## src/rtl/imaginative_guy_are_you.sv

```systemverilog
// Four-lane 4-bit register file with load/rotate/hold and a registered
// reduction output (sum, max, min, lane-0 pass-through).

module imaginative_guy_are_you_lane #(
  parameter int VEC_W = 4
) (
  input  logic             clk,
  input  logic             rst,
  input  logic             ld_en,
  input  logic             rot_en,
  input  logic [VEC_W-1:0] ld_data,
  input  logic [VEC_W-1:0] rot_data,
  output logic [VEC_W-1:0] r_q
);
  logic [VEC_W-1:0] r_d;

  always_comb begin
    r_d = r_q;
    if (ld_en)       r_d = ld_data;
    else if (rot_en) r_d = rot_data;
  end

  always_ff @(posedge clk or posedge rst) begin
    if (rst) r_q <= '0;
    else     r_q <= r_d;
  end
endmodule

module imaginative_guy_are_you (
  input  logic       clk,
  input  logic       rst,
  input  logic [3:0] in0,
  input  logic [3:0] in1,
  input  logic [3:0] in2,
  input  logic [3:0] in3,
  input  logic [1:0] ctrl1,
  input  logic [1:0] ctrl2,
  output logic [3:0] out
);
  localparam int NUM_LANES = 4;
  localparam int VEC_W     = 4;

  typedef enum logic [1:0] {
    CMD_HOLD = 2'b00,
    CMD_ROT  = 2'b01,
    CMD_COMP = 2'b10,
    CMD_LOAD = 2'b11
  } cmd_e;

  typedef enum logic [1:0] {
    OP_SUM  = 2'b00,
    OP_MAX  = 2'b01,
    OP_MIN  = 2'b10,
    OP_PASS = 2'b11
  } op_e;

  cmd_e cmd;
  op_e  op;
  logic [NUM_LANES-1:0][VEC_W-1:0] ld_vec;
  logic [NUM_LANES-1:0][VEC_W-1:0] r_vec;
  logic [NUM_LANES-1:0][VEC_W-1:0] rot_vec;

  assign cmd    = cmd_e'(ctrl2);
  assign op     = op_e'(ctrl1);
  assign ld_vec = {in3, in2, in1, in0};

  // Rotation moves each lane down by one; lane 0 wraps to the top.
  assign rot_vec = {r_vec[0], r_vec[NUM_LANES-1:1]};

  for (genvar i = 0; i < NUM_LANES; i++) begin : g_lane
    imaginative_guy_are_you_lane #(.VEC_W(VEC_W)) u_lane (
      .clk      (clk),
      .rst      (rst),
      .ld_en    (cmd == CMD_LOAD),
      .rot_en   (cmd == CMD_ROT),
      .ld_data  (ld_vec[i]),
      .rot_data (rot_vec[i]),
      .r_q      (r_vec[i])
    );
  end

  logic [5:0]       sum_full;
  logic [VEC_W-1:0] max_v;
  logic [VEC_W-1:0] min_v;
  logic [VEC_W-1:0] red;
  logic [VEC_W-1:0] out_d;
  logic [VEC_W-1:0] out_q;

  always_comb begin
    sum_full = '0;
    max_v    = r_vec[0];
    min_v    = r_vec[0];
    for (int i = 0; i < NUM_LANES; i++) begin
      sum_full = sum_full + 6'(r_vec[i]);
      if (r_vec[i] > max_v) max_v = r_vec[i];
      if (r_vec[i] < min_v) min_v = r_vec[i];
    end
  end

  always_comb begin
    red = r_vec[0];
    case (op)
      OP_SUM:  red = sum_full[VEC_W-1:0];
      OP_MAX:  red = max_v;
      OP_MIN:  red = min_v;
      OP_PASS: red = r_vec[0];
      default: red = r_vec[0];
    endcase
  end

  always_comb begin
    out_d = out_q;
    if (cmd == CMD_COMP) out_d = red;
  end

  always_ff @(posedge clk or posedge rst) begin
    if (rst) out_q <= '0;
    else     out_q <= out_d;
  end

  assign out = out_q;
endmodule

```

## config.mk

```make
export PLATFORM = sky130hd
export DESIGN_NAME = imaginative_guy_are_you
export DESIGN_NICKNAME = d
export VERILOG_FILES = /design/src/rtl/imaginative_guy_are_you.sv
export SDC_FILE = /design/constraint.sdc
export NUM_CORES = 1
export LEC_CHECK = 0
export BUFFER_PORTS_ARGS = -buffer_cell sky130_fd_sc_hd__buf_2
export CORE_MARGIN = 2
export CORE_UTILIZATION = 63
export CTS_CLUSTER_DIAMETER = 40
export DETAILED_ROUTE_END_ITERATION = 12
export GPL_ROUTABILITY_DRIVEN = 0
export PLACE_DENSITY = 0.84
export SLEW_MARGIN = 20
export SYNTH_ARGS = -nofsm -noshare
export SYNTH_HDL_FRONTEND = slang
export SYNTH_HIERARCHICAL = 1
export SYNTH_SLANG_ARGS = --single-unit
```

## constraint.sdc

```tcl
create_clock -name clk -period 11.8 [get_ports clk]
set_clock_uncertainty 0.15 [all_clocks]
set_input_delay 2.36 -clock clk [delete_from_list [all_inputs] [get_ports clk]]
set_output_delay 2.36 -clock clk [all_outputs]
set_load 0.01 [all_outputs]
```

==> results.md <==
- Slew margin rel.: 32.4%
- Min-Delay Endpoint: out[3]
- Core area: 3080 µm²
- P_leak: 1.05 nW
- Post-synth EDFFs: 0
- Most frequent cells in the layout: nand2_1, buf_2, inv_1
- Crit start category: flip-flop
- Status: finished, final reports clean
- Logic pwr share: 63.9%
- Post-Synth XOR/XNOR Area: 2.12%
- Yosys warns: 6
- R2r worst-path depth: 19
- Final setup fails: 0
- PD cells: 208 nW/µm²
- Drt first pass iters: 5
- Hold path cells: 2
- Layout cells sized above 1: 20.0%
- Switching part of the total power: 45.4%
- Worst Path Class, Setup: reg -> reg
- Chip Height: 61.2 µm
- R2R Path End: out[2]
- Fin. max-slew vios: 0
- Tightest Pin Transition: 1010 ps
- Global-route wire length before repair: 7.49 mm
- Internal power: 254 µW
- Synthesized instance count: 227
- Vias per cell: 5.90
- RR Startpoint: g_lane[0].u_lane/r_q[1]
- DR iter-0 viols: 160
- Mux cell area share after synthesis: 14.8%
- Die ar.: 3750 µm²
- Post-Syn Area per Cell: 9.09 µm²
- Post-synthesis compound-gate area fraction: 21.0%
- Largest cells by area after synthesis: dfrtp_1, ha_1, mux2i_1, fa_1, nand2_1
- Flop-to-flop setup slack: 6870 ps
- Min Hold Slack: 386 ps
- Io pins: 26
- Largest net degree at the start of global routing: 33
- HPWL after detailed placement: 3.56 mm
- Fin. Hold Viols: 0
- Initial antenna violation count: 0
- Row count: 20
- CTS root buffer: clkbuf_4
- GRT Overall Usage: 28.1%
- Antenna-violating nets left: 0
- Vias post-DR: 1736
- Routed wire length: 4.75 mm
- Layout Cells excl Fill: 294
- Combinational family with the most area after synthesis: compound AO/OA/AOI/OAI gates
- H-tree levels: 1
- Power, Total: 466 µW
- Die width: 61.2 µm
- Post-cts gate resize count: 0
- Post-synth ARST share: 100%
- Seq pwr share: 23.8%
- Synth Flop Type: dfrtp_1
- Adder-cell share of the synthesized area: 18.5%
- Worst-Skew Late Latency: 310 ps
- Final period util: 41.8%
- Setup TNS: 0 ps
- Residual DRC count: 0
- Drt wl/cell: 16.1 µm
- Commonest non-fill, non-tap cell in the layout: nand2_1
- Syn-to-layout area delta: 8.85%
- Clock Path Buffers: 2
- Crit-path slowest cell: dfrtp_1
- # Max-Cap Violations: 0
- Antenna fix cells: 0
- Top cell type's share of synthesized area: 24.2%
- Worst path arrival time: 4970 ps
- Clock sinks: 20
- Vias in the first global route: 1567
- Initial Utilization: 67.1%
- Critical path endpoint category: flip-flop
- Hold Crit Start: out[3]
- Sw Pwr: 212 µW
- CP required: 11840 ps
- CP dominant cell by count: ha_1
- Clock share of power: 12.3%
- Nets: 300
- Synth Register Bits: 20
- Port Buffer Count: 25
- Fin crit period: 4930 ps
- RSZ-0062 raised after global routing: false
- Post-synth net total: 276
- Post CTS Setup Buffer Count: 0
- CP cell instances: inv_1 > ha_1 > nor2b_4 > o211ai_2 > nand2_1 > mux2i_1 > ha_1 > o21ai_0 > a21oi_1 > nor2_1 > a21oi_2 > mux2_2 > ha_1 > or2_2 > a31oi_1 > or2_2 > o311ai_4 > nand2_1 > o221ai_1
- TritonCTS Buffers: 3
- Area after DPL: 2190 µm²
- Syn Std Cell Area: 2060 µm²
- Worst-path maximum fanout: 6
- Seq/Total Area, Yosys: 24.2%
- Cts-stage hold buffer count: 0
- Clock transition at path regs: 120 ps
- Post-route cell area: 2250 µm²
- Hold Crit Class: reg -> reg
- Cell variety after synth: 42
- Synth area leader: dfrtp_1
- CP max stage delay: 520 ps
- Fmax: 0.203 GHz
- CTS tree: yes
- Placed Instances: 290
- GRT overflow: 0
- IR Drop Worst-Case VDD: 0.000111 V
- Simple-gate share of the synthesized area: 12.4%
-- critical path, delay by kind of cell, from the launching register on --
family	cells	cell delay [ps]
AND/OR/NAND/NOR	6	1310
AO/OA/AOI/OAI	7	1250
adder cells (fa/ha/maj)	3	870
multiplexers	2	600
flip-flops	1	520
buffers and inverters	1	110
-- routing by layer --
metal	wire, µm	vias up	GRT usage, %
li1	-	849	-
met1	2080	783	37.1
met2	2220	87	46.2
met3	300	17	4.83
met4	142	0	10.2
met5	0	-	0
-- power by group through the flow --
stage / clock (mW) / sequential [mW] / combinational [mW]
after detailed placement: 0 / 0.112 / 0.290
after global placement: 0 / 0.111 / 0.283
after CTS: 0.0578 / 0.110 / 0.296
after global routing: 0.0607 / 0.114 / 0.330
final: 0.0575 / 0.111 / 0.298
after floorplan: 0 / 0.105 / 0.231
-- through the flow --
step	utilization [%]	setup WS [ps]
2_1_floorplan	-	7510
5_1_grt	73.0	6610
4_1_cts	73.0	6940
3_5_place_dp	71.3	7030
3_3_place_gp	71.3	7060
6_report	73.0	6870
-- how the worst max path moves through the flow --
stage / slack (ps) / start / cells past startpoint / to
2_1_floorplan: 7510 / g_lane[0].u_lane/r_q[1] / 19 / out[2]
3_3_place_gp: 7060 / g_lane[0].u_lane/r_q[1] / 19 / out[2]
3_5_place_dp: 7030 / g_lane[0].u_lane/r_q[1] / 19 / out[2]
4_1_cts: 6940 / g_lane[0].u_lane/r_q[1] / 19 / out[2]
5_1_grt: 6610 / g_lane[0].u_lane/r_q[1] / 19 / out[2]
6_report: 6870 / g_lane[0].u_lane/r_q[1] / 19 / out[2]
-- synth_stat cells (5+ instances only) --
library cell and instances:
ha_1 21, a21oi_1 11, mux2i_1 23, dfrtp_1 20
o21ai_0 5, o21ai_1 18, nor2_1 8, fa_1 6
nand2_1 29, inv_1 24
-- registers in the layout, summed over array words and instances, names as in the netlist --
signal,count
out,4
g_lane.u_lane/r_q,16
-- logic make-up after synthesis --
group	count (synthesis)
buffers and inverters	30
and+or+nand+nor	54
AOI/OAI and AO/OA	62
muxes	29
xor gates and xnor gates	5
adders and majority gates	27
DFF	20
-- layout make-up --
type,instances,area (µm²)
sequential,20,500
inverter,24,90.1
tap,44,55.1
fill,246,831
multi-input combinational,177,1420
clock inverter,1,30.0
timing repair buffer,25,125
clock buffer,3,22.5
Note: power is estimated with default switching activity, not from simulation.
